<file path="src/rtl/alu_writeback.sv">
// alu_writeback: result-select and register-writeback stage behind the ALU.
// Captures the ALU result bundle, picks the result named by the opcode and
// drives the register-file write port through a valid/ready handshake.
// Optional feature macro: MUL_HI_WB_EN (multiply written as two 16-bit beats).
module alu_writeback #(
   parameter int ADDR_W = 6
) (
   input  logic              clk,
   input  logic              rst_n,
   input  logic              in_valid,
   output logic              in_ready,
   input  logic [5:0]        select,
   input  logic [ADDR_W-1:0] rdst1,
   input  logic [ADDR_W-1:0] rdst2,
   input  logic [223:0]      res_bus,
   output logic              wb_valid,
   input  logic              wb_ready,
   output logic [ADDR_W-1:0] wb_addr,
   output logic [15:0]       wb_data,
   output logic              flag_z,
   output logic              flag_n,
   output logic              flag_ill
);

`ifdef MUL_HI_WB_EN
   typedef enum logic [1:0] {IDLE, WR_LO, WR_HI} state_t;
`else
   typedef enum logic [1:0] {IDLE, WR_LO} state_t;
`endif

   state_t      state;
   logic [31:0] result_q;
   logic        is_mul_q;
   logic [31:0] sel_res;
   logic        legal;
   logic        accept;
   logic        final_beat;
   logic        done;
   logic        done_z;
   logic        done_n;

`ifdef MUL_HI_WB_EN
   logic [ADDR_W-1:0] rdst2_q;
`else
   // rdst2, the product high half and the multiply marker have no consumer here
   logic unused_mul_hi;
   assign unused_mul_hi = ^{rdst2, result_q[31:16], is_mul_q};
`endif

   assign legal  = (select <= 6'd12);
   assign accept = in_valid && in_ready;

   // Pick the result named by the opcode; the 32-bit product shifts later slots up by one
   always_comb begin
      sel_res = '0;
      case (select)
         6'd0:    sel_res[15:0] = res_bus[15:0];
         6'd1:    sel_res[15:0] = res_bus[31:16];
         6'd2:    sel_res[15:0] = res_bus[47:32];
         6'd3:    sel_res       = res_bus[79:48];
         6'd4:    sel_res[15:0] = res_bus[95:80];
         6'd5:    sel_res[15:0] = res_bus[111:96];
         6'd6:    sel_res[15:0] = res_bus[127:112];
         6'd7:    sel_res[15:0] = res_bus[143:128];
         6'd8:    sel_res[15:0] = res_bus[159:144];
         6'd9:    sel_res[15:0] = res_bus[175:160];
         6'd10:   sel_res[15:0] = res_bus[191:176];
         6'd11:   sel_res[15:0] = res_bus[207:192];
         6'd12:   sel_res[15:0] = res_bus[223:208];
         default: sel_res       = '0;
      endcase
   end

   // Final-beat detection, completion flags and the combinational accept path
   always_comb begin
`ifdef MUL_HI_WB_EN
      final_beat = ((state == WR_LO) && !is_mul_q) || (state == WR_HI);
      if (is_mul_q) begin
         done_z = (result_q == 32'd0);
         done_n = result_q[31];
      end else begin
         done_z = (result_q[15:0] == 16'd0);
         done_n = result_q[15];
      end
`else
      final_beat = (state == WR_LO);
      done_z     = (result_q[15:0] == 16'd0);
      done_n     = result_q[15];
`endif
      done     = wb_valid && wb_ready && final_beat;
      in_ready = (state == IDLE) || done;
   end

   // Writeback FSM with registered write-port outputs and status flags
   always_ff @(posedge clk or negedge rst_n) begin
      if (!rst_n) begin
         state    <= IDLE;
         result_q <= '0;
         is_mul_q <= 1'b0;
         wb_valid <= 1'b0;
         wb_addr  <= '0;
         wb_data  <= '0;
         flag_z   <= 1'b0;
         flag_n   <= 1'b0;
         flag_ill <= 1'b0;
`ifdef MUL_HI_WB_EN
         rdst2_q  <= '0;
`endif
      end else begin
         if (done) begin
            flag_z <= done_z;
            flag_n <= done_n;
         end
         if (accept && !legal) begin
            flag_ill <= 1'b1;
         end
         // accept implies IDLE or a completing final beat, so a load overrides both
         if (accept && legal) begin
            state    <= WR_LO;
            result_q <= sel_res;
            is_mul_q <= (select == 6'd3);
            wb_valid <= 1'b1;
            wb_addr  <= rdst1;
            wb_data  <= sel_res[15:0];
`ifdef MUL_HI_WB_EN
            rdst2_q  <= rdst2;
`endif
         end else if (done) begin
            state    <= IDLE;
            wb_valid <= 1'b0;
`ifdef MUL_HI_WB_EN
         end else if ((state == WR_LO) && wb_ready && is_mul_q) begin
            state    <= WR_HI;
            wb_addr  <= rdst2_q;
            wb_data  <= result_q[31:16];
`endif
         end
      end
   end

endmodule
</file>
<file path="config.mk">
export PLATFORM = sky130hd
export DESIGN_NAME = alu_writeback
export DESIGN_NICKNAME = d
export VERILOG_FILES = /design/src/rtl/alu_writeback.sv
export SDC_FILE = /design/constraint.sdc
export NUM_CORES = 1
export LEC_CHECK = 0
export CELL_PAD_IN_SITES_DETAIL_PLACEMENT = 0
export CELL_PAD_IN_SITES_GLOBAL_PLACEMENT = 2
export CORE_MARGIN = 5
export CORE_UTILIZATION = 14
export DETAILED_ROUTE_END_ITERATION = 16
export HOLD_SLACK_MARGIN = 0.15
export PLACE_DENSITY_LB_ADDON = 0.1
export REMOVE_ABC_BUFFERS = 1
export SYNTH_ARGS = -nofsm -noshare
export SYNTH_HDL_FRONTEND = slang
export SYNTH_SLANG_ARGS = --single-unit
</file>
<file path="constraint.sdc">
create_clock -name clk -period 1.95 [get_ports clk]
set_input_delay 0.585 -clock clk [delete_from_list [all_inputs] [get_ports clk]]
set_output_delay 0.585 -clock clk [all_outputs]
set_load 0.01 [all_outputs]
</file>
* Word level (Yosys, flattened, before mapping)
Index checks and enable logic that the tools add are counted.
** Storage, ports and cells
- Register bits after elaboration :: 44
- Word-level logic and storage cells :: 38
- Output and inout bits :: 27
- Bits of input ports :: 246
** Operators by class
- Order comparisons :: 1
- Eq/ne operators :: 13
- Multiplexer cells :: 5
- Reductions and logical operators :: 11
** Operators with widths (number)
- $pmux W16 S13 :: 1
- $eq A6 B4 Y1 const B :: 5
- $eq A6 B3 Y1 const B :: 4
- $logic_not A16 Y1 :: 1
- $eq A6 B2 Y1 const B :: 2
- $eq A6 B1 Y1 const B :: 1
- $le A6 B4 Y1 const B :: 1
- $logic_not A6 Y1 :: 1
- $logic_and A1 B1 Y1 :: 5
- $mux W2 :: 2
- $eq A2 B1 Y1 const B :: 1
- $logic_not A2 Y1 :: 1
- $mux W1 :: 2
- $reduce_bool A2 Y1 :: 1
- $logic_not A1 Y1 :: 1
- $logic_or A1 B1 Y1 :: 1

* Longest topological paths before layout
Gate-level depths: netlist of the first run.
- Depth in word-level cells :: 6
- Gate-level depth with buffers :: 7
- Mapped depth without buffers :: 4

* Worst setup path before layout of the first run
No wires, ideal clock.
- Kind :: input -> register
- Start point :: in select[0]
- End point :: reg result_q[12]
- Library setup time :: 127 ps
- Cell stages on the path :: 6
- Required time :: 1823 ps
- Buffers on the path :: 2
- Setup slack :: -185 ps
- Arrival :: 2008 ps
- Cells stage by stage :: buf_6 > buf_2 > mux4_2 > nand2_1 > o2111ai_1 > o32a_2
** On the way
- Cells in the longest elaborated chain, start to end :: 2
- Elaborated cells between the ends (all ways) :: 16
- Those cells by class :: order compare: 1; eq/ne: 12; mux: 1; reduce/logical: 2
** RTL lines
- start: declaration :: line 12 : input logic [5:0] select,
- $le A6 B4 Y1 (tied with other cells) :: line 50 : assign legal = (select <= 6'd12);
- $logic_and A1 B1 Y1 / $pmux W16 S13 (equally long branches) :: line 118, 56
- end signal: assignment :: line 120 : result_q <= sel_res;
- end: declaration :: line 32 : logic [31:0] result_q;
Parallel ways exist; a longest one is shown, timed or not.
A chain may end at the register's enable or synchronous reset.

* Final worst setup path of the first run
- Start point :: in select[0]
- End point :: reg result_q[1]
The elaborated chain is that of the path after synthesis.

==> impl_metrics.ini, run 1 <==
[cts]
cts_tree = built
cts-root-buf = clkbuf_16
worstSkewPairLatency_ns = 0.26
htreeDepth = 1
cts_buffer_depth = 2
cts_buffers = 3
cts.sinks = 26
cts.clk_slew.worst_paths_ns = 0.07

[floorplanning]
core_area_sq_um = 18800
die_area_sq_um = 22100
die_w_um = 149
die_h_um = 149
io_pins = 273
start_util_pct = 14.3
num_rows = 50

[finish]
utilization_pct = 32.2
syn_to_final_growth_pct = 125
diodes = 0
fin_nets = 813
final_cells = 826
drive_gt1_share_pct = 20.5

[sta]
setup_violations = 0
finalHoldViolations = 0
slew_headroom_pct = 53.6
hold_ws_ns = 0.365
grt_setup_unrepaired = no
fin_ws_ns = 0.0350
finalCriticalPeriod_ns = 1.92
clock.fmax_mhz = 522
tightestPinTransition_ns = 0.696
fin_worst_skew_ns = 0.00209
fin_crit_sh_pct = 98.2
drv_slew = 0

[synthesis]
ys.flop_type = dfrtp_1
synth_seq_area_share_pct = 24.1
synth-seq-cells = 26
yosysUniqueCellTypes = 44
avgSynthCellArea_sq_um = 9.30
async_reset_ff_share_pct = 100
netlist_instances = 290
syn_area_sq_um = 2700
synth_edf_count = 0
synth_warnings = 0

[worst_setup_path]
crit_type = input pin to register
max_stage_delay_ns = 0.50
worstPathCellList = buf_6, mux4_2, and2_4, a2111o_1, o32a_1
end_kind = register
path_max_fanout = 3
worstPathArrival_ns = 2.06
cpMaxStageDelayCell = mux4_2
cp-start-kind = input pin
required_ns = 2.10

[drt]
remaining_drc_errors = 0
ant_nets = 0
firstDrtPassIters = 4
drtIter0Drc = 91
route.vias.total = 3559
avgRoutedWirePerCell_um = 20.3
via_per_inst = 4.31
wl_mm = 16.7

[grt]
grt_pass1_vias = 4028
antenna_found_initial = 2
gr-total-overflow = 0
grt_max_degree = 27
grt_pass1_wl_mm = 24.7
grt_use_total_pct = 14.7

[run_status]
outcome = finished, final reports clean

[placed_design]
place_ws_ns = -0.728
place_inst = 820
portBuffers = 250
place_congestion = 0.749
dp_hpwl_mm = 14.5

[power_and_ir_drop]
vdd_drop_max_uv = 414
p_leak_nw = 2.34
power_density_nw_per_um2 = 418

[run]
drv_cap = 0

[min_path]
min_path_type = input pin to async pin
-- timing repair --
action,CTS,global route
pin swaps,6,5
endpoints found under the setup margin,24,14
hold buffers,0,0
gates cloned,1,1
buffers inserted,1,0
resized for setup,55,17
-- cells in the mapped netlist, drive strengths merged (2+ instances only) --
master	n	area share, %
a221o	16	5.9
a22oi	9	2.5
and2	5	1.2
buf	20	4.5
clkbuf	8	1.1
dfrtp	26	24
inv	13	1.8
mux2	2	0.83
mux2i	32	12
mux4	15	13
nand2	38	5.3
nand3	12	2.2
nor2	2	0.28
nor3	17	3.2
nor4	5	1.2
nor4b	3	1.4
o2111ai	7	2.3
o211ai	5	1.4
o21ai	12	2.2
o221ai	5	1.6
o2bb2ai	6	1.9
o32a	16	6.2
or2	2	0.46
or3	2	0.46
-- layout make-up --
| cell class | instances | area (sq um) |
|---|---|---|
| fillers | 1951 | 12800 |
| multi-input cells | 222 | 1990 |
| clock buffers | 4 | 88.8 |
| inverters | 14 | 52.6 |
| flip-flops and latches | 26 | 651 |
| well taps | 260 | 325 |
| repair buffers | 300 | 2960 |
-- placed cells by master (no fill, tap or decap), types with 5 or more instances in the layout --
cell	instances
o2bb2ai_1	6
inv_1	13
dfrtp_1	26
o32a_1	10
o21ai_1	6
nand3_1	12
nand2_1	35
a22oi_1	8
mux4_2	15
buf_12	7
clkdlybuf4s50_1	235
o211ai_1	5
mux2i_1	32
nor3_1	16
o32a_2	6
buf_4	39
a221o_1	16
buf_2	7
-- cells by family after synthesis --
group           Yosys count  synth area share, %
flops                    26                 24.1
compound gates           80                 25.6
buf+inv                  42                 7.56
simple gates             93                 17.4
mux                      49                 25.2
-- power by group --
| group | total, W | switching (W) | internal (W) | leakage (nW) |
|---|---|---|---|---|
| logic | 0.00128 | 0.000447 | 0.000835 | 1.99 |
| registers | 0.000735 | 0.0000876 | 0.000647 | 0.311 |
| clock network | 0.000522 | 0.000207 | 0.000315 | 0.0442 |
| total | 0.00254 | 0.000742 | 0.00180 | 2.34 |
-- registers in the layout, indices dropped and copies added, names as in the netlist --
name / cells
result_q: 16
wb_addr: 6
flag_ill: 1
flag_n: 1
flag_z: 1
state: 1
-- per-layer routing --
metal  vias up  track usage, %  wire length [um]
met4         4            1.42               182
li1       1728               -                 -
met5         -               0                27
met2       140            26.4              8480
met1      1675            18.3              6880
met3        12            3.89              1170
-- metrics by stage --
stage / setup TNS (ns) / total power (W) / cell area, sq um
floorplan: -6.64 / 0.00106 / 2550
global placement: -15.07 / 0.00201 / 5820
detailed placement: -14.53 / 0.00202 / 5820
CTS: 0 / 0.00259 / 6040
global route: 0 / 0.00270 / 6070
finish: 0 / 0.00254 / 6070
-- worst max-delay path, delay by kind of cell --
kind / cells / cell delay (ns)
buffers and inverters: 1 / 0.09
and+or+nand+nor: 1 / 0.17
muxes: 1 / 0.50
AOI/OAI and AO/OA: 2 / 0.71
-- path summary, 6_finish.rpt --
| kind | start | end | slack, ns | depth (start not counted) |
|---|---|---|---|---|
| hold / removal | rst_n | wb_addr[5] | 0.37 | 1 |
| setup reg to reg | state[0] | result_q[3] | 0.29 | 6 |
| max in group asynchronous | rst_n | flag_n | 1.14 | 1 |
| min in group clk | wb_addr[1] | wb_addr[1] | 0.48 | 2 |
| setup / recovery | select[0] | result_q[1] | 0.03 | 5 |
| hold reg to reg | wb_addr[1] | wb_addr[1] | 0.48 | 2 |
Power figures use the tool's default switching activity.
==> run 2, diff against run 1 <==
--- a/config.mk
+++ b/config.mk
@@ -5,6 +5,7 @@
 export SDC_FILE = /design/constraint.sdc
 export NUM_CORES = 1
 export LEC_CHECK = 0
+export CAP_MARGIN = 20
 export CELL_PAD_IN_SITES_DETAIL_PLACEMENT = 0
 export CELL_PAD_IN_SITES_GLOBAL_PLACEMENT = 2
 export CORE_MARGIN = 5
==> results of run 2 <==
No change in the layout: final DEF, timing and power equal those of run 1.
==> run 3, diff against run 2 <==
--- a/config.mk
+++ b/config.mk
@@ -8,8 +8,9 @@
 export CAP_MARGIN = 20
 export CELL_PAD_IN_SITES_DETAIL_PLACEMENT = 0
 export CELL_PAD_IN_SITES_GLOBAL_PLACEMENT = 2
+export CORE_ASPECT_RATIO = 1.5
 export CORE_MARGIN = 5
-export CORE_UTILIZATION = 14
+export CORE_UTILIZATION = 16
 export DETAILED_ROUTE_END_ITERATION = 16
 export HOLD_SLACK_MARGIN = 0.15
 export PLACE_DENSITY_LB_ADDON = 0.1
==> constraint.sdc (replaced) <==
create_clock -name clk -period 2.4 [get_ports clk]
set_input_delay 0.72 -clock clk [delete_from_list [all_inputs] [get_ports clk]]
set_output_delay 0.72 -clock clk [all_outputs]
set_load 0.01 [all_outputs]
==> impl_metrics.ini, run 3 (synthesized netlist as in run 1, its figures left out) <==
[drt]
wl_mm = 15.6
firstDrtPassIters = 4
ant_nets = 0
drtIter0Drc = 82
avgRoutedWirePerCell_um = 20.2
via_per_inst = 4.58
remaining_drc_errors = 0
route.vias.total = 3544

[power_and_ir_drop]
power_density_nw_per_um2 = 356
p_leak_nw = 2.26
switchingPower_w = 0.000565
p_int_w = 0.00152
vdd_drop_max_uv = 235
seqPwrFrac_pct = 28.9
power_frac_comb_pct = 47.2
clkPwrFrac_pct = 23.9
swShare_pct = 27.2

[sta]
tightestPinTransition_ns = 0.504
fin_crit_sh_pct = 96.9
finalHoldViolations = 0
slew_headroom_pct = 66.1
clock.fmax_mhz = 430
grt_setup_unrepaired = no
drv_slew = 0
fin_worst_skew_ns = 0.00322
setup_violations = 0
hold_ws_ns = 0.476
finalCriticalPeriod_ns = 2.33

[finish]
final_cells = 773
layout_common_cells = clkdlybuf4s50_1, buf_4, nand2_1, mux2i_1, dfrtp_1
largest_register_ffs = 16
drive_gt1_share_pct = 14.4
mostFrequentLayoutCell = clkdlybuf4s50_1
syn_to_final_growth_pct = 117
largest_register = result_q
fin_nets = 809
fillers = 1749
largestRegisters = result_q: 16 flops, wb_addr: 6 flops
utilization_pct = 35.0
final_area_sq_um = 5850

[grt]
grt_use_total_pct = 15.5
grt_pass1_vias = 4082
antenna_found_initial = 2
grt_max_degree = 38
grt_pass1_wl_mm = 23.0
gr-total-overflow = 0

[cts]
htreeDepth = 1
cts.sinks = 26
post_cts_resized = 7
cts_buffer_depth = 2
worstSkewPairLatency_ns = 0.26
cts.clk_slew.worst_paths_ns = 0.07
ctsHoldBuffers = 0
cts-root-buf = clkbuf_16
post-cts-setup-buffers = 0
cts_tree = built
cts_buffers = 3

[worst_setup_path]
required_ns = 1.68
path_max_fanout = 2
end_kind = primary output
worstPathArrival_ns = 1.61
crit_type = input pin to primary output
cp-start-kind = input pin

[floorplanning]
io_pins = 273
die_h_um = 169
core_area_sq_um = 16700
num_rows = 58
die_w_um = 116
start_util_pct = 16.2
die_area_sq_um = 19600

[min_path]
min_path_type = register to register

[run_status]
outcome = finished, final reports clean

[placed_design]
place_congestion = 0.746
post_dp_cell_area_sq_um = 5730
dp_hpwl_mm = 13.5
portBuffers = 250
place_inst = 768

[run]
drv_cap = 0
run 3: cell types whose count changed in the layout (fill, tap and decap cells not counted), sizes merged:
cell           before  now
diode               0    1
dlymetal6s2s        2    1
clkbuf              5    3
dlygate4sd2         2    4
buf                58   48
clkdlybuf4s15       2    0
bufinv              0    1
clkdlybuf4s50     235  243
run 3: area by class of cell:
cell class | instances | area, sq um | share of cell area, %
Timing Repair Buffer | 296 | 2900 | 49.6
Multi-Input combinational cell | 222 | 1880 | 32.1
Sequential cell | 26 | 651 | 11.1
Tap cell | 210 | 263 | 4.49
Clock buffer | 3 | 75.1 | 1.28
Inverter | 14 | 52.6 | 0.899
Clock inverter | 1 | 30.0 | 0.514
Antenna cell | 1 | 2.50 | 0.0428
run 3: worst paths after layout:
kind	start	to	cells after the start	slack [ns]
max reg2reg	state[0]	result_q[15]	6	0.66
max in group asynchronous	rst_n	result_q[14]	2	1.28
min	wb_addr[4]	wb_addr[4]	2	0.48
min in group asynchronous	rst_n	wb_addr[4]	2	0.85
min reg2reg	wb_addr[4]	wb_addr[4]	2	0.48
max	wb_ready	in_ready	3	0.07
run 3: power groups by stage:
stage	Sequential [W]	Clock, W	Combinational [W]
2_1_floorplan	0.000633	0	0.000227
3_3_place_gp	0.000608	0	0.000996
3_5_place_dp	0.000613	0	0.00100
4_1_cts	0.000605	0.000515	0.00100
5_1_grt	0.000619	0.000530	0.00105
6_report	0.000602	0.000497	0.000982
run 3: metal layers:
metal	wire length (um)	vias to the layer above	GRT usage, %
li1	-	1719	-
met1	5400	1673	16.1
met2	8830	142	30.9
met3	1190	8	4.22
met4	167	2	2.02
met5	20	-	0
run 3: worst max-delay path: stages:
cell and delay, ns:
clkdlybuf4s50_1 0.48, nand2b_1 0.13, dlygate4sd2_1 0.27
run 3: stage by stage:
| stage | total power, W | setup WS, ns | TNS (ns) |
|---|---|---|---|
| 6_report | 0.00208 | 0.0745 | 0 |
| 3_3_place_gp | 0.00160 | -0.313 | -4.52 |
| 4_1_cts | 0.00212 | 0.0187 | 0 |
| 5_1_grt | 0.00220 | 0.00447 | 0 |
| 3_5_place_dp | 0.00161 | -0.360 | -5.31 |
| 2_1_floorplan | 0.000860 | -0.121 | -1.49 |
